**config.mk**
```make
export PLATFORM = sky130hd
export DESIGN_NAME = cdr_phase_controller_flat
export DESIGN_NICKNAME = d
export VERILOG_FILES = /design/src/rtl/cdr_pkg.sv /design/src/rtl/cdr_phase_controller_if.sv /design/src/rtl/cdr_bbpd.sv /design/src/rtl/cdr_phase_controller.sv /design/src/flat_wrapper.sv
export SDC_FILE = /design/constraint.sdc
export NUM_CORES = 1
export LEC_CHECK = 0
export BUFFER_PORTS_ARGS = -buffer_cell sky130_fd_sc_hd__buf_2
export CAP_MARGIN = 20
export CORE_AREA = 3 3 63 65
export DETAILED_ROUTE_END_ITERATION = 7
export DIE_AREA = 0 0 66 68
export GPL_TIMING_DRIVEN = 0
export PLACE_DENSITY = 0.83
export SYNTH_ARGS = -nofsm -noshare
export SYNTH_HDL_FRONTEND = slang
export SYNTH_SLANG_ARGS = --single-unit
```
**constraint.sdc**
```tcl
create_clock -name data_clock -period 5.95 [get_ports data_clock]
set_input_delay 0.8925 -clock data_clock [delete_from_list [all_inputs] [get_ports data_clock]]
set_output_delay 0.8925 -clock data_clock [all_outputs]
set_load 0.02 [all_outputs]
```
**src/rtl/cdr_pkg.sv**
```systemverilog
// Shared types and constants for the bang-bang CDR phase controller.
// Loop states, phase-detector votes and the PI step sizes per state.
package cdr_pkg;

    typedef enum logic [1:0] {
        IDLE    = 2'd0,
        ACQUIRE = 2'd1,
        TRACK   = 2'd2
    } cdr_state_t;

    typedef enum logic [1:0] {
        NONE  = 2'd0,
        EARLY = 2'd1,
        LATE  = 2'd2
    } vote_t;

    localparam int ACQ_STEP = 2;
    localparam int TRK_STEP = 1;

    // Alexander decode: no transition gives no information; otherwise the
    // edge sample matching the old bit means the clock is early.
    function automatic vote_t alex_vote(logic d1, logic d, logic p);
        vote_t v;
        v = NONE;
        if (d1 != d) begin
            v = (p == d1) ? EARLY : LATE;
        end
        return v;
    endfunction

endpackage

```
**src/rtl/cdr_phase_controller_if.sv**
```systemverilog
// Sampler-side inputs and phase-interpolator/status outputs of the CDR loop.
// master drives the sampler triplet and enable, slave is the controller.
interface cdr_phase_controller_if #(
    parameter int PI_BITS = 6
);
    logic               Enable;
    logic               Dn_1;
    logic               Dn;
    logic               Pn;
    logic [PI_BITS-1:0] Pi_code;
    logic               Pi_update;
    logic               Locked;
    logic [1:0]         State;

    modport master (
        output Enable, Dn_1, Dn, Pn,
        input  Pi_code, Pi_update, Locked, State
    );

    modport slave (
        input  Enable, Dn_1, Dn, Pn,
        output Pi_code, Pi_update, Locked, State
    );
endinterface

```
**src/rtl/cdr_bbpd.sv**
```systemverilog
// Bang-bang phase detector: registers the sampler triplet once and
// decodes the registered bits into an early/late/none vote.
module cdr_bbpd
    import cdr_pkg::*;
(
    input  logic  data_clock,
    input  logic  Reset,
    input  logic  Dn_1,
    input  logic  Dn,
    input  logic  Pn,
    output vote_t vote
);

    logic d1_q;
    logic d_q;
    logic p_q;

    // Capture the sampler outputs; this is the first pipeline stage.
    always_ff @(posedge data_clock) begin
        if (!Reset) begin
            d1_q <= 1'b0;
            d_q  <= 1'b0;
            p_q  <= 1'b0;
        end else begin
            d1_q <= Dn_1;
            d_q  <= Dn;
            p_q  <= Pn;
        end
    end

    // Vote decode from the registered triplet.
    always_comb begin
        vote = alex_vote(d1_q, d_q, p_q);
    end

endmodule

```
**src/rtl/cdr_phase_controller.sv**
```systemverilog
// Bang-bang CDR loop controller: integrates votes over fixed windows,
// steps a circular PI code and sequences acquisition/tracking/lock.
module cdr_phase_controller
    import cdr_pkg::*;
#(
    parameter int PI_BITS    = 6,
    parameter int VOTE_WIN   = 16,
    parameter int THRESH     = 4,
    parameter int LOCK_CNT   = 8,
    parameter int UNLOCK_CNT = 4
) (
    input  logic                  data_clock,
    input  logic                  Reset,
    cdr_phase_controller_if.slave bus
);

    localparam int ACC_W = $clog2(VOTE_WIN) + 2;
    localparam int WIN_W = $clog2(VOTE_WIN);
    localparam int TRN_W = $clog2(VOTE_WIN + 1);
    localparam int QC_W  = $clog2(LOCK_CNT + 1);
    localparam int SC_W  = $clog2(UNLOCK_CNT + 1);

    localparam logic signed [ACC_W-1:0] THR_P = ACC_W'(THRESH);
    localparam logic signed [ACC_W-1:0] THR_N = -THR_P;

    vote_t                     vote;
    cdr_state_t                state_q;
    logic signed [ACC_W-1:0]   acc_q;
    logic signed [ACC_W-1:0]   acc_next;
    logic signed [ACC_W-1:0]   vote_val;
    logic [WIN_W-1:0]          win_q;
    logic [TRN_W-1:0]          trn_q;
    logic [TRN_W-1:0]          trn_next;
    logic [QC_W-1:0]           qc_q;
    logic [SC_W-1:0]           sc_q;
    logic [PI_BITS-1:0]        code_q;
    logic [PI_BITS-1:0]        code_next;
    logic [PI_BITS-1:0]        step_mag;
    logic                      upd_q;
    logic                      locked_q;
    logic                      win_end;
    logic                      step_up;
    logic                      step_dn;
    logic                      stepping;
    logic                      quiet;

    cdr_bbpd u_bbpd (
        .data_clock (data_clock),
        .Reset      (Reset),
        .Dn_1       (bus.Dn_1),
        .Dn         (bus.Dn),
        .Pn         (bus.Pn),
        .vote       (vote)
    );

    // Window arithmetic: this cycle's vote is folded in before deciding.
    always_comb begin
        vote_val = '0;
        unique case (vote)
            EARLY:   vote_val = ACC_W'(1);
            LATE:    vote_val = -ACC_W'(1);
            default: vote_val = '0;
        endcase
        acc_next  = acc_q + vote_val;
        trn_next  = trn_q + TRN_W'(vote != NONE);
        win_end   = (win_q == WIN_W'(VOTE_WIN - 1));
        step_up   = (acc_next >= THR_P);
        step_dn   = (acc_next <= THR_N);
        stepping  = win_end && (step_up || step_dn);
        quiet     = win_end && !stepping && (trn_next != '0);
        step_mag  = (state_q == ACQUIRE) ? PI_BITS'(ACQ_STEP)
                                         : PI_BITS'(TRK_STEP);
        code_next = step_up ? code_q + step_mag : code_q - step_mag;
    end

    // Loop FSM, integrator, lock counters and the PI code register.
    always_ff @(posedge data_clock) begin
        if (!Reset) begin
            state_q  <= IDLE;
            acc_q    <= '0;
            win_q    <= '0;
            trn_q    <= '0;
            qc_q     <= '0;
            sc_q     <= '0;
            code_q   <= '0;
            upd_q    <= 1'b0;
            locked_q <= 1'b0;
        end else begin
            upd_q <= 1'b0;
            if (state_q == IDLE || !bus.Enable) begin
                acc_q    <= '0;
                win_q    <= '0;
                trn_q    <= '0;
                qc_q     <= '0;
                sc_q     <= '0;
                locked_q <= 1'b0;
                state_q  <= bus.Enable ? ACQUIRE : IDLE;
            end else begin
                if (win_end) begin
                    acc_q <= '0;
                    win_q <= '0;
                    trn_q <= '0;
                end else begin
                    acc_q <= acc_next;
                    win_q <= win_q + WIN_W'(1);
                    trn_q <= trn_next;
                end
                if (stepping) begin
                    code_q <= code_next;
                    upd_q  <= 1'b1;
                end
                unique case (state_q)
                    ACQUIRE: begin
                        if (stepping) begin
                            qc_q <= '0;
                        end else if (quiet) begin
                            if (qc_q == QC_W'(LOCK_CNT - 1)) begin
                                state_q  <= TRACK;
                                locked_q <= 1'b1;
                                qc_q     <= '0;
                                sc_q     <= '0;
                            end else begin
                                qc_q <= qc_q + QC_W'(1);
                            end
                        end
                    end
                    TRACK: begin
                        if (stepping) begin
                            if (sc_q == SC_W'(UNLOCK_CNT - 1)) begin
                                state_q  <= ACQUIRE;
                                locked_q <= 1'b0;
                                sc_q     <= '0;
                                qc_q     <= '0;
                            end else begin
                                sc_q <= sc_q + SC_W'(1);
                            end
                        end else if (quiet) begin
                            sc_q <= '0;
                        end
                    end
                    default: begin
                        state_q  <= IDLE;
                        locked_q <= 1'b0;
                    end
                endcase
            end
        end
    end

    assign bus.Pi_code   = code_q;
    assign bus.Pi_update = upd_q;
    assign bus.Locked    = locked_q;
    assign bus.State     = state_q;

endmodule

```
**src/flat_wrapper.sv**
```systemverilog
// flat-port wrapper written by rule: the top's interface ports become plain ports
module cdr_phase_controller_flat import cdr_pkg::*;
#(
    parameter int PI_BITS    = 6,
    parameter int VOTE_WIN   = 16,
    parameter int THRESH     = 4,
    parameter int LOCK_CNT   = 8,
    parameter int UNLOCK_CNT = 4
)
  (data_clock, Reset, bus_Enable, bus_Dn_1, bus_Dn, bus_Pn, bus_Pi_code, bus_Pi_update, bus_Locked, bus_State);
  cdr_phase_controller_if #(.PI_BITS(PI_BITS)) bus_i ();
  input  logic data_clock;
  input  logic Reset;
  input wire logic [$bits(bus_i.Enable)-1:0] bus_Enable;
  input wire logic [$bits(bus_i.Dn_1)-1:0] bus_Dn_1;
  input wire logic [$bits(bus_i.Dn)-1:0] bus_Dn;
  input wire logic [$bits(bus_i.Pn)-1:0] bus_Pn;
  output wire logic [$bits(bus_i.Pi_code)-1:0] bus_Pi_code;
  output wire logic [$bits(bus_i.Pi_update)-1:0] bus_Pi_update;
  output wire logic [$bits(bus_i.Locked)-1:0] bus_Locked;
  output wire logic [$bits(bus_i.State)-1:0] bus_State;
  assign bus_i.Enable = bus_Enable;
  assign bus_i.Dn_1 = bus_Dn_1;
  assign bus_i.Dn = bus_Dn;
  assign bus_i.Pn = bus_Pn;
  assign bus_Pi_code = bus_i.Pi_code;
  assign bus_Pi_update = bus_i.Pi_update;
  assign bus_Locked = bus_i.Locked;
  assign bus_State = bus_i.State;
  cdr_phase_controller #(.PI_BITS(PI_BITS), .VOTE_WIN(VOTE_WIN), .THRESH(THRESH), .LOCK_CNT(LOCK_CNT), .UNLOCK_CNT(UNLOCK_CNT)) u_core (.data_clock(data_clock), .Reset(Reset), .bus(bus_i));
endmodule
```
# == Yosys cells after proc, flatten, opt, wreduce, memory -nomap -nowiden ==
# Index checks and enable logic that the tools add are counted.
# op_classes
addsub,7
magnitude_cmp,2
eq_ne,21
n_mux,33
n_bitwise,2
n_reduce_logical,18
# op_table
op,n
$mux W4,5
$mux W2,9
$mux W3,6
$reduce_and A5 Y1,3
$add A6 B6 Y6,2
$ne A3 B1 Y1 const B,4
$pmux W6 S2,1
$add A4 B1 Y4 const B,2
$pmux W4 S2,1
$mux W1,7
$ge A6 B4 Y1 const B,1
$le A6 B3 Y1 const B,1
$mux W6,1
$ne A2 B1 Y1 const B,3
$ne A3 B3 Y1 const B,2
$pmux W3 S2,1
$sub A6 B6 Y6,1
$add A5 B1 Y5,1
$reduce_bool A5 Y1,1
$eq A2 B1 Y1 const B,2
$eq A2 B2 Y1 const B,2
$eq A4 B3 Y1 const B,1
$eq A4 B4 Y1 const B,1
$ne A2 B2 Y1 const B,2
other kinds (17),23
# word_totals
register_bits,35
inputBits,6
wordCells,95

# == Longest topological paths before layout ==
# Gate-level depths: netlist of the first run.
# logic_depth
depth_word,16
mapped_depth,20

# == By module ==
# Synthesis of the first run repeated with hierarchy kept, for this count alone.
# hier_totals
cells_unflattened,240
hier_area_um2,2140.8
# by_module_without_submodules
mod,n_inst,cells_each,area_per_inst_um2
cdr_phase_controller,1,228,2023.2
cdr_bbpd,1,12,117.6

# == Least setup slack after synthesis of the first run ==
# Ideal clock, no wire load.
# synth_path
path_type,register to register
start,register u_core.u_bbpd.d1_q
end,"register u_core.code_q[5], in the netlist u_core.bus.Pi_code[5]"
arrival_ns,4.078
path_slack_ns,1.803
stages_incl_launch_ff,21
n_path_buf,1
synth_period_minus_slack_ns,4.147
cell_sequence,dfxtp_1 buf_4 or3b_1 nand2_2 xor2_1 ha_1 or4b_1 a21boi_1 or4_1 nand2_1 nand3_1 o21ai_0 nand2b_1 ha_1 a21o_1 a21o_1 a21o_1 a21oi_1 xor2_1 or3_1 a21oi_1
# synth_via
elab_chain_len,10
elab_cells_between_ends,14
cone_classes,add/sub: 1; order compare: 2; eq/ne: 4; mux: 4; reduce/logical: 3
# synth_lines
element,line,text
"start, declared",cdr_bbpd.sv:14,logic d1_q;
"start signal, assigned",cdr_bbpd.sv:25,d1_q <= Dn_1;
$eq A1 B1 Y1,cdr_pkg.sv:26,v = (p == d1) ? EARLY : LATE;
$mux W2,cdr_pkg.sv:26,
$mux W2 (*),cdr_pkg.sv:25,if (d1 != d) begin
$eq A2 B2 Y1 / $eq A2 B1 Y1 (equally long branches),cdr_phase_controller.sv:59,unique case (vote)
$pmux W6 S2 (*),cdr_phase_controller.sv:59,
$add A6 B6 Y6 (*),cdr_phase_controller.sv:64,acc_next = acc_q + vote_val;
$ge A6 B4 Y1 / $le A6 B3 Y1 (equally long branches),"cdr_phase_controller.sv:67, cdr_phase_controller.sv:68",
$logic_or A1 B1 Y1,cdr_phase_controller.sv:69,stepping = win_end && (step_up || step_dn);
$logic_and A1 B1 Y1,cdr_phase_controller.sv:69,
$reduce_and A2 Y1 (no source line),-,
"end signal, assigned",cdr_phase_controller.sv:109,code_q <= code_next;
"end, declared",cdr_phase_controller.sv:36,logic [PI_BITS-1:0] code_q;
# Every way passes the cells marked *; elsewhere a longest branch is shown, timed or not.
# A chain may end at the register's enable or synchronous reset.

# == Final worst setup path of the first run ==
# Same ends and word-level chain as after synthesis.

==> metrics.cfg, run 1 <==
[run_status]
status = completed

[cts]
htreeDepth = 2
cts-hold-fix-buffers = 0
clk_pin_slew_ns = 0.12
cts_resized = 0
clock_sinks = 35
clkLatencyLatePin_ns = 0.35
cts-root-buf = clkbuf_4
numCtsBuffers = 5
tritoncts = done
post-cts-setup-buffer-count = 0
clockBufferDepth = 2

[min_path]
min_path_type = reg -> reg
hp-start = u_core.win_q[0]
holdPathStages = 1
hold_end = u_core.win_q[0]

[yosys]
syn-cell-area_um2 = 2050
ys_ff_latch = 35
synth_area_leaders = dfxtp_1 (34%), ha_1 (10%), mux2i_1 (4.9%), nor2_1 (4.6%), xor2_1 (3.8%)
synth_edf_count = 0
synth.top_cell.area_share = 0.342
yosys_warnings = 0
netlist_top_cells_count = dfxtp_1 (35), nor2_1 (25), ha_1 (17), nand2_1 (17), nand3_1 (11)
synth_seq_area_share = 0.342
synthFlopType = dfxtp_1
synth_cell_types = 50
synthArstFlopShare = 0
syn_inst = 225
syn_nets = 249
yosysMostFrequentCell = dfxtp_1
yosysTopAreaCell = dfxtp_1
avgSynthCellArea_um2 = 9.10

[sta]
worst_pin_slew_ns = 0.706
fmax_ghz = 0.216
fin_crit_ns = 4.62
skew_ns = 0.0168
worst_slack_ns = 1.33
hold_viol = 0
finalCritPeriodShare = 0.777
setup-violations-final = 0
slew_viol_final = 0
relSlewSlack = 0.525
hold_ws_ns = 0.463
fin_setup_tns_ns = 0
rsz0062_at_grt = no

[critical_path]
critPathBufInv = 1
r2r_setup_slack_ns = 1.33
crit_type = reg -> reg
crit_chain = buf_4 -> or3b_1 -> nand2_2 -> xor2_1 -> ha_1 -> or4_1 -> a21o_1 -> and3_1 -> nor2_1 -> nand3_1 -> o21ai_0 -> nand2b_1 -> ha_1 -> a21o_1 -> a21o_1 -> a21o_1 -> a21oi_1 -> xor2_1 -> or3_1 -> a21oi_1
cp-start-kind = flip-flop
crit_top_cell = a21o_1
cp_max_fo = 10
critical-path-top-delay-family = simple AND/OR/NAND/NOR gates
required_ns = 6.22
critPathSlowestCell = or3b_1
cp.arrival_ns = 4.89
r2r_cells = 20
endpoint_kind = flip-flop
critPathMaxStageDelay_ns = 0.42
reg2reg_to = u_core.bus.Pi_code[5]
r2r_start = u_core.u_bbpd.d1_q

[routing]
dr.first_iter.drc_count = 87
drcViolationCount = 0
drtAntennaViolNets = 0
wl_um = 3810
vias = 1660
drt-vias-per-instance = 5.65
first_pass_iters = 4
routedWlPerCell_um = 13.0

[die]
dieArea_um2 = 4490
die_x_um = 66
core_um2 = 3390
pin_count = 16
initial_core_util = 0.604
placementRows = 21
die_height_um = 68

[power]
irDropWorstVdd_uv = 108
cellLeakagePower_nw = 1.04
finalPower_mw = 0.461
internal_power_mw = 0.346
switching_power_mw = 0.115
power_frac_seq = 0.518
combPwrFrac = 0.114
power_density_nw_per_um2 = 204
clockPowerShare = 0.369
switching_share = 0.249

[placement]
dp.cells = 286
portBuffers = 15
place_congestion = 0.777
place_area_um2 = 2180
dp.final_hpwl_um = 2890
dp_slack_ns = 1.34

[cells_and_area]
area_growth_syn_to_layout_pct = 10.4
diodes = 0
drive_gt1_frac = 0.157
stdcell_area_um2 = 2260
layout.nets = 271
finalNonFillerCells = 294
post-route-util = 0.667

[grt]
grt_overflow_total = 0
grt_pass1_wl_um = 6940
grt_pass1_vias = 1644
grt_max_degree = 13
gr-usage-all-layers = 0.199
grt_antenna_before_repair = 0

[flow_run]
cap_violations = 0

## registers in the layout, indices dropped and copies added (netlist names), 2 cells and up
signal	count
u_core.bus.Pi_code	6
u_core.qc_q	4
u_core.win_q	4
u_core.trn_q	5
u_core.sc_q	3
u_core.acc_q	6
u_core.bus.State	2
## cells by family after synthesis
logic type	Yosys count	synth area share
AOI/OAI and AO/OA	41	0.151
xor gates and xnor gates	12	0.0513
adders and majority gates	18	0.114
buffers and inverters	13	0.0330
DFF	35	0.342
muxes	10	0.0489
and+or+nand+nor	96	0.260
## placed cells by master (no fill, tap or decap), types with 2 or more instances in the layout
cell        n
xor2_1      9
nor2_1     25
nor4_1      2
or2_2       2
buf_2      15
nor3_1      3
clkbuf_4    5
and3_1     10
o21ai_0     6
a21oi_1     7
a21o_1      5
nand2b_1    4
buf_4       3
and2_1      3
or4_1       3
nand2_1    17
mux2i_1    10
nand3_1    11
or4b_1      2
ha_1       17
o2bb2ai_1   4
dfxtp_1    35
a211o_1     2
inv_1       8
or3_1       3
xnor2_1     3
o21ai_1     3
a21boi_1    3
nand4_1     2
## power groups by stage
stage | logic (mW) | registers [mW] | clock network [mW]
after global routing | 0.0592 | 0.239 | 0.187
after CTS | 0.0527 | 0.239 | 0.177
after global placement | 0.0503 | 0.244 | 0
after detailed placement | 0.0524 | 0.244 | 0
after floorplan | 0.0401 | 0.244 | 0
final | 0.0525 | 0.239 | 0.170
## metal layers
metal | GRT usage | part of all wire
met1 | 0.234 | 0.45
met2 | 0.349 | 0.50
met3 | 0.0509 | 0.041
met4 | 0.0736 | 0.015
met5 | 0 | 0
## worst register-to-register path: stages (launching register included)
cell and delay, ns:
dfxtp_1 0.34, buf_4 0.15, or3b_1 0.42, nand2_2 0.12, xor2_1 0.08, ha_1 0.26
or4_1 0.42, a21o_1 0.17, and3_1 0.20, nor2_1 0.21, nand3_1 0.10, o21ai_0 0.29
nand2b_1 0.24, ha_1 0.24, a21o_1 0.17, a21o_1 0.19, a21o_1 0.19, a21oi_1 0.18
xor2_1 0.09, or3_1 0.34, a21oi_1 0.15
## worst max path at each step
stage / startpoint / end / slack (ns) / depth (start not counted)
2_1_floorplan: u_core.u_bbpd.d1_q / u_core.bus.Pi_code[5] / 1.80 / 20
5_1_grt: u_core.u_bbpd.d1_q / u_core.bus.Pi_code[5] / 0.94 / 20
3_5_place_dp: u_core.u_bbpd.d1_q / u_core.bus.Pi_code[5] / 1.34 / 20
3_3_place_gp: u_core.u_bbpd.d1_q / u_core.bus.Pi_code[5] / 1.46 / 20
6_report: u_core.u_bbpd.d1_q / u_core.bus.Pi_code[5] / 1.33 / 20
4_1_cts: u_core.u_bbpd.d1_q / u_core.bus.Pi_code[5] / 1.31 / 20
## area by class of cell
type	count	area, µm²
clock inverters	3	43.8
plain buffers	5	37.5
clock buffers	5	37.5
flip-flops and latches	35	701
multi-input cells	177	1280
repair buffers	15	75.1
well taps	46	57.6
inverters	8	30.0
fillers	278	1130
No activity file was read; power rests on OpenSTA's default activity.
==> inputs of run 2 (changes only) <==
--- a/config.mk
+++ b/config.mk
@@ -5,13 +5,14 @@
 export SDC_FILE = /design/constraint.sdc
 export NUM_CORES = 1
 export LEC_CHECK = 0
+export ABC_AREA = 1
 export BUFFER_PORTS_ARGS = -buffer_cell sky130_fd_sc_hd__buf_2
 export CAP_MARGIN = 20
-export CORE_AREA = 3 3 63 65
+export CORE_AREA = 3 3 65 67
 export DETAILED_ROUTE_END_ITERATION = 7
-export DIE_AREA = 0 0 66 68
+export DIE_AREA = 0 0 68 70
 export GPL_TIMING_DRIVEN = 0
-export PLACE_DENSITY = 0.83
+export PLACE_DENSITY = 0.84
 export SYNTH_ARGS = -nofsm -noshare
 export SYNTH_HDL_FRONTEND = slang
 export SYNTH_SLANG_ARGS = --single-unit
==> constraint.sdc (replaced) <==
create_clock -name data_clock -period 4.75 [get_ports data_clock]
set_input_delay 0.7125 -clock data_clock [delete_from_list [all_inputs] [get_ports data_clock]]
set_output_delay 0.7125 -clock data_clock [all_outputs]
set_load 0.02 [all_outputs]
==> metrics.cfg, run 2 <==
[sta]
hold_viol = 0  ; unchanged
setup-violations-final = 0  ; unchanged
relSlewSlack = 0.698  ; was 0.525
fmax_ghz = 0.319  ; was 0.216 GHz
finalCritPeriodShare = 0.661  ; was 0.777
fin_setup_tns_ns = 0  ; unchanged
skew_ns = 0.00535  ; was 0.0168 ns
worst_pin_slew_ns = 0.453  ; was 0.706 ns
hold_ws_ns = 0.450  ; was 0.463 ns
slew_viol_final = 0  ; unchanged
fin_crit_ns = 3.14  ; was 4.62 ns
rsz0062_at_grt = no  ; unchanged

[cts]
numCtsBuffers = 5  ; unchanged
htreeDepth = 2  ; unchanged
post-cts-setup-buffer-count = 0  ; unchanged
clockBufferDepth = 2  ; unchanged
clkLatencyLatePin_ns = 0.29  ; was 0.35 ns
cts-hold-fix-buffers = 0  ; unchanged
cts_resized = 0  ; unchanged
clk_pin_slew_ns = 0.07  ; was 0.12 ns
cts-root-buf = clkbuf_8  ; was clkbuf_4
tritoncts = done  ; unchanged
clock_sinks = 35  ; unchanged

[critical_path]
reg2reg_to = u_core.bus.Pi_code[5]  ; unchanged
endpoint_kind = flip-flop  ; unchanged
cp_max_fo = 8  ; was 10
cp-start-kind = flip-flop  ; unchanged
r2r_setup_slack_ns = 1.61  ; was 1.33 ns
cp.arrival_ns = 3.37  ; was 4.89 ns
r2r_start = u_core.u_bbpd.d1_q  ; unchanged
r2r_cells = 27  ; was 20
required_ns = 4.98  ; was 6.22 ns
crit_type = reg -> reg  ; unchanged

[grt]
grt_overflow_total = 0  ; unchanged
grt_antenna_before_repair = 0  ; unchanged
grt_pass1_vias = 1712  ; was 1644
grt_max_degree = 11  ; was 13
grt_pass1_wl_um = 6960  ; was 6940 µm
gr-usage-all-layers = 0.183  ; was 0.199

[yosys]
synth_edf_count = 0  ; unchanged
ys_ff_latch = 35  ; unchanged
synth_area_leaders = dfxtp_1 (32%), ha_1 (9.6%), nand2_1 (9.0%), nor2_1 (7.8%), inv_1 (5.8%)  ; was dfxtp_1 (34%), ha_1 (10%), mux2i_1 (4.9%), nor2_1 (4.6%), xor2_1 (3.8%)
avgSynthCellArea_um2 = 7.51  ; was 9.10 µm²
synthArstFlopShare = 0  ; unchanged
yosys_warnings = 0  ; unchanged
yosysMostFrequentCell = nand2_1  ; was dfxtp_1
netlist_top_cells_count = nand2_1 (53), nor2_1 (46), dfxtp_1 (35), inv_1 (34), nand3_1 (24)  ; was dfxtp_1 (35), nor2_1 (25), ha_1 (17), nand2_1 (17), nand3_1 (11)
synth.top_cell.area_share = 0.316  ; was 0.342
yosysTopAreaCell = dfxtp_1  ; unchanged
syn-cell-area_um2 = 2220  ; was 2050 µm²
syn_nets = 319  ; was 249
syn_inst = 295  ; was 225
synthFlopType = dfxtp_1  ; unchanged
synth_seq_area_share = 0.316  ; was 0.342
synth_cell_types = 32  ; was 50

[cells_and_area]
fillCellCount = 316  ; was 278
finalNonFillerCells = 365  ; was 294
most-common-layout-cells = nand2_1 (53), nor2_1 (46), dfxtp_1 (35)  ; was dfxtp_1 (35), nor2_1 (25), nand2_1 (17), ha_1 (17), buf_2 (15)
area_growth_syn_to_layout_pct = 9.54  ; was 10.4%
drive_gt1_frac = 0.215  ; was 0.157
stdcell_area_um2 = 2430  ; was 2260 µm²
final_common_cell = nand2_1  ; was dfxtp_1
post-route-util = 0.658  ; was 0.667
layout.nets = 340  ; was 271
diodes = 0  ; unchanged

[routing]
drtAntennaViolNets = 0  ; unchanged
dr_wl_met3_um = 143  ; was 157 µm
vias = 1799  ; was 1660
routedWlPerCell_um = 10.4  ; was 13.0 µm
drcViolationCount = 0  ; unchanged
drt-met1-wl_um = 1800  ; was 1700 µm
top_layer = met4  ; unchanged
drt-vias-per-instance = 4.93  ; was 5.65
dr.first_iter.drc_count = 99  ; was 87
first_pass_iters = 4  ; unchanged
wl_met2_um = 1810  ; was 1900 µm
wl_um = 3810  ; about the same

[die]
dieArea_um2 = 4760  ; was 4490 µm²
pin_count = 16  ; unchanged
core_um2 = 3690  ; was 3390 µm²
placementRows = 22  ; was 21
initial_core_util = 0.601  ; was 0.604
die_height_um = 70  ; was 68 µm
die_x_um = 68  ; was 66 µm

[placement]
place_area_um2 = 2350  ; was 2180 µm²
dp.final_hpwl_um = 2960  ; was 2890 µm
place_congestion = 0.827  ; was 0.777
dp.cells = 357  ; was 286
portBuffers = 14  ; was 15

[min_path]
holdPathStages = 2  ; was 1
hold_end = u_core.sc_q[2]  ; was u_core.win_q[0]
hp-start = u_core.sc_q[2]  ; was u_core.win_q[0]
min_path_type = reg -> reg  ; unchanged

[run_status]
status = completed  ; unchanged

[power]
power_density_nw_per_um2 = 253  ; was 204 nW/µm²
cellLeakagePower_nw = 1.19  ; was 1.04 nW
irDropWorstVdd_uv = 240  ; was 108 µV

[flow_run]
cap_violations = 0  ; unchanged

## run 2: cell types whose count changed after synthesis, sizes merged, moves of 10 or more
cell / previous run / this run
nand3: 12 / 31
inv: 8 / 40
mux2i: 10 / 0
nand2: 18 / 77
nor2: 25 / 53
and3: 10 / 0
## run 2: where the power goes
group / switching, mW / leakage [nW] / internal (mW) / total [mW]
logic: 0.0702 / 0.867 / 0.0381 / 0.108
registers: 0.00368 / 0.283 / 0.298 / 0.301
clock network: 0.103 / 0.0422 / 0.103 / 0.205
total: 0.177 / 1.19 / 0.438 / 0.615
## run 2: how the worst max path moves through the flow
stage	from	endpoint	cells after the start	slack, ns
floorplan	u_core.u_bbpd.d1_q	u_core.bus.Pi_code[5]	26	1.91
global placement	u_core.u_bbpd.d1_q	u_core.bus.Pi_code[5]	27	1.74
detailed placement	u_core.u_bbpd.d1_q	u_core.bus.Pi_code[5]	27	1.59
CTS	u_core.u_bbpd.d1_q	u_core.bus.Pi_code[5]	27	1.57
global route	u_core.u_bbpd.d1_q	u_core.bus.Pi_code[5]	27	1.34
finish	u_core.u_bbpd.d1_q	u_core.bus.Pi_code[5]	27	1.61
## run 2: cell type report
cell class              instances  area, µm²  share of cell area
well taps                      48       60.1              0.0247
inverters                      40        150              0.0619
clock inverters                 1       5.00             0.00206
clock buffers                   7       76.3              0.0314
flip-flops and latches         35        701               0.289
multi-input cells             218       1360               0.559
repair buffers                 14       70.1              0.0289
plain buffers                   2       7.51             0.00309
## run 2: critical path: stages, from the launching register on
cell and delay [ns]:
dfxtp_1 0.35, inv_2 0.04, nand2_2 0.07, nand2_4 0.08, nand2_8 0.12, nand2_1 0.07, nand2_2 0.08, inv_2 0.04
ha_1 0.19, inv_1 0.06, nand2_2 0.08, nand3_2 0.09, nand2_1 0.07, nand2_1 0.08, nand2_2 0.08, nand3_4 0.10
nand2_4 0.10, ha_1 0.35, a21oi_1 0.20, nand2_1 0.07, nand2_1 0.07, nand2_1 0.06, a21oi_1 0.17, xor2_1 0.20
nor2_2 0.06, nand2_1 0.06, nand2_1 0.04, nor2_1 0.09
## run 2: metal layers
| layer | up-vias | global-route usage |
|---|---|---|
| met4 | 0 | 0.0552 |
| met2 | 26 | 0.302 |
| li1 | 969 | - |
| met5 | - | 0 |
| met3 | 6 | 0.0482 |
| met1 | 798 | 0.229 |
## run 2: logic make-up after synthesis
group,synth area share
fa+ha+maj,0.105
buf+inv,0.0711
simple gates,0.400
flops,0.316
xor+xnor,0.0503
compound gates,0.0576
## run 2: stage by stage
step	total power [mW]	setup WS [ns]
CTS	0.622	1.57
floorplan	0.398	1.91
finish	0.615	1.61
global placement	0.412	1.74
global route	0.644	1.34
detailed placement	0.416	1.59
==> inputs of run 3 (changes only) <==
--- a/config.mk
+++ b/config.mk
@@ -5,14 +5,14 @@
 export SDC_FILE = /design/constraint.sdc
 export NUM_CORES = 1
 export LEC_CHECK = 0
-export ABC_AREA = 1
+export ABC_AREA = 0
 export BUFFER_PORTS_ARGS = -buffer_cell sky130_fd_sc_hd__buf_2
 export CAP_MARGIN = 20
-export CORE_AREA = 3 3 65 67
+export CORE_AREA = 3 3 67 69
 export DETAILED_ROUTE_END_ITERATION = 7
-export DIE_AREA = 0 0 68 70
+export DIE_AREA = 0 0 70 72
 export GPL_TIMING_DRIVEN = 0
-export PLACE_DENSITY = 0.84
+export PLACE_DENSITY = 0.78
 export SYNTH_ARGS = -nofsm -noshare
 export SYNTH_HDL_FRONTEND = slang
 export SYNTH_SLANG_ARGS = --single-unit
==> constraint.sdc (replaced) <==
create_clock -name data_clock -period 2.56 [get_ports data_clock]
set_input_delay 0.384 -clock data_clock [delete_from_list [all_inputs] [get_ports data_clock]]
set_output_delay 0.384 -clock data_clock [all_outputs]
set_load 0.02 [all_outputs]
==> metrics.cfg, run 3 (synthesis gave the netlist of run 1 again) <==
[run_status]
status = finished, violations left  ; was completed
failed_checks = setup timing

[grt]
grt_antenna_before_repair = 0  ; unchanged
grt_pass1_vias = 1761  ; was 1712
grt_max_degree = 11  ; unchanged
grt_pass1_wl_um = 8070  ; was 6960 µm
grt_overflow_total = 0  ; unchanged
gr-usage-all-layers = 0.201  ; was 0.183

[routing]
drcViolationCount = 0  ; unchanged
routedWlPerCell_um = 15.7  ; was 10.4 µm
wl_um = 5110  ; was 3810 µm
drt-vias-per-instance = 5.69  ; was 4.93
dr.first_iter.drc_count = 122  ; was 99
vias = 1849  ; was 1799
first_pass_iters = 4  ; unchanged
drtAntennaViolNets = 0  ; unchanged

[cts]
numCtsBuffers = 5  ; unchanged
clockBufferDepth = 2  ; unchanged
htreeDepth = 2  ; unchanged
cts-root-buf = clkbuf_8  ; unchanged
clock_sinks = 35  ; unchanged
cts-hold-fix-buffers = 0  ; unchanged
clk_pin_slew_ns = 0.07  ; about the same
clkLatencyLatePin_ns = 0.29  ; about the same
tritoncts = done  ; unchanged

[sta]
fmax_ghz = 0.253  ; was 0.319 GHz
hold_viol = 0  ; unchanged
skew_ns = 0.00366  ; was 0.00535 ns
relSlewSlack = 0.608  ; was 0.698
finalCritPeriodShare = 1.55  ; was 0.661
slew_viol_final = 0  ; unchanged
rsz0062_at_grt = yes  ; was no
fin_crit_ns = 3.96  ; was 3.14 ns
worst_slack_ns = -1.40  ; was 1.61 ns
worst_pin_slew_ns = 0.586  ; was 0.453 ns
fin_setup_tns_ns = -17.53  ; was 0 ns
setup-violations-final = 17  ; was 0

[critical_path]
cp_max_fo = 7  ; was 8
required_ns = 2.79  ; was 4.98 ns
cp.arrival_ns = 4.19  ; was 3.37 ns
r2r_setup_slack_ns = -1.40  ; was 1.61 ns
r2r_cells = 20  ; was 27
crit_chain = buf_6 -> or3b_4 -> nand2_4 -> xor2_4 -> ha_4 -> or4b_4 -> a21boi_4 -> or4_4 -> nand2_4 -> nand3_4 -> o21ai_4 -> nand2b_4 -> ha_4 -> a21o_1 -> a21o_1 -> a21o_1 -> a21oi_2 -> xor2_1 -> or3_1 -> a21oi_1
critPathMaxStageDelay_ns = 0.55  ; was 0.35 ns
cp-start-kind = flip-flop  ; unchanged
crit_type = reg -> reg  ; unchanged
reg2reg_to = u_core.bus.Pi_code[5]  ; unchanged
critPathSlowestCell = or4b_4  ; was dfxtp_1
crit_top_cell = a21o_1  ; was nand2_1
r2r_start = u_core.u_bbpd.d1_q  ; unchanged
endpoint_kind = flip-flop  ; unchanged

[cells_and_area]
post-route-util = 0.700  ; was 0.658
diodes = 0  ; unchanged
area_growth_syn_to_layout_pct = 35.7  ; was 9.54%
layout.nets = 298  ; was 340
most-common-layout-cells = dfxtp_1 (33), nor2_1 (22), buf_4 (20)  ; was nand2_1 (53), nor2_1 (46), dfxtp_1 (35)
final_common_cell = dfxtp_1  ; was nand2_1
drive_gt1_frac = 0.353  ; was 0.215

[power]
power_density_nw_per_um2 = 435  ; was 253 nW/µm²
irDropWorstVdd_uv = 347  ; was 240 µV
cellLeakagePower_nw = 1.21  ; was 1.19 nW

[placement]
place_congestion = 0.808  ; was 0.827
dp.final_hpwl_um = 2880  ; was 2960 µm
dp_slack_ns = -1.62  ; was 1.59 ns
portBuffers = 15  ; was 14

[min_path]
hp-start = bus_Dn  ; was u_core.sc_q[2]
holdPathStages = 2  ; unchanged
hold_end = u_core.u_bbpd.d_q  ; was u_core.sc_q[2]
min_path_type = in -> reg  ; was reg -> reg

[die]
dieArea_um2 = 5040  ; was 4760 µm²
die_x_um = 70  ; was 68 µm
die_height_um = 72  ; was 70 µm
placementRows = 23  ; was 22
core_um2 = 3970  ; was 3690 µm²
initial_core_util = 0.516  ; was 0.601
pin_count = 16  ; unchanged

[flow_run]
cap_violations = 0  ; unchanged

## run 3: changes by cell type in the layout (fill, tap and decap cells not counted), sizes merged, moves of 19 or more
cell   change
nand3     -19
nand2     -59
inv       -32
nor2      -28
buf       +32
## run 3: power by group
part	total, mW	switching [mW]	internal [mW]
Sequential	0.555	0.00536	0.550
Combinational	0.208	0.109	0.0990
Clock	0.444	0.199	0.246
## run 3: worst max path at each step
stage / from / endpoint / slack [ns] / depth (start not counted)
2_1_floorplan: u_core.u_bbpd.d_q / u_core.bus.Pi_code[5] / -1.31 / 20
3_3_place_gp: u_core.u_bbpd.d_q / u_core.bus.Pi_code[5] / -1.54 / 20
3_5_place_dp: u_core.u_bbpd.d_q / u_core.bus.Pi_code[5] / -1.62 / 20
4_1_cts: u_core.u_bbpd.d1_q / u_core.bus.Pi_code[5] / -1.41 / 20
5_1_grt: u_core.u_bbpd.d1_q / u_core.bus.Pi_code[5] / -1.59 / 20
6_report: u_core.u_bbpd.d1_q / u_core.bus.Pi_code[5] / -1.40 / 20
## run 3: area by class of cell
class / count / area, µm²
fillers: 276 / 1190
plain buffers: 5 / 45.0
repair buffers: 42 / 308
well taps: 50 / 62.6
inverters: 8 / 30.0
flip-flops and latches: 35 / 703
clock buffers: 8 / 100
multi-input cells: 177 / 1530
## run 3: critical path: cells and delay by family, from the launching register on
| family | cells | cell delay, ns |
|---|---|---|
| AOI/OAI and AO/OA | 7 | 1.01 |
| xor gates and xnor gates | 2 | 0.17 |
| adders and majority gates | 2 | 0.38 |
| buffers and inverters | 1 | 0.11 |
| DFF | 1 | 0.33 |
| and+or+nand+nor | 8 | 1.88 |
## run 3: through the flow
| step | area [µm²] | instances | hold slack, ns | power (mW) |
|---|---|---|---|---|
| floorplan | 2140 | 225 | 0.418 | 0.677 |
| global placement | 2280 | 290 | 0.432 | 0.701 |
| detailed placement | 2280 | 290 | 0.453 | 0.704 |
| CTS | 2590 | 313 | 0.286 | 1.18 |
| global route | 2780 | 325 | 0.292 | 1.25 |
| finish | 2780 | 325 | 0.294 | 1.21 |
## run 3: per-layer routing
metal	global-route usage	vias to the layer above	share of wire
met3	0.0443	16	0.036
met1	0.232	890	0.42
met4	0.102	0	0.025
met5	0	-	0
met2	0.352	34	0.52
li1	-	909	-
## run 3: repair_timing
item | 4_1_cts | 5_1_grt
pin swaps | 24 | 19
resized for setup | 20 | 17
endpoints found under the hold margin | 0 | 0
buffers inserted | 15 | 12
endpoints found under the setup margin | 17 | 18
cloned | 0 | 0
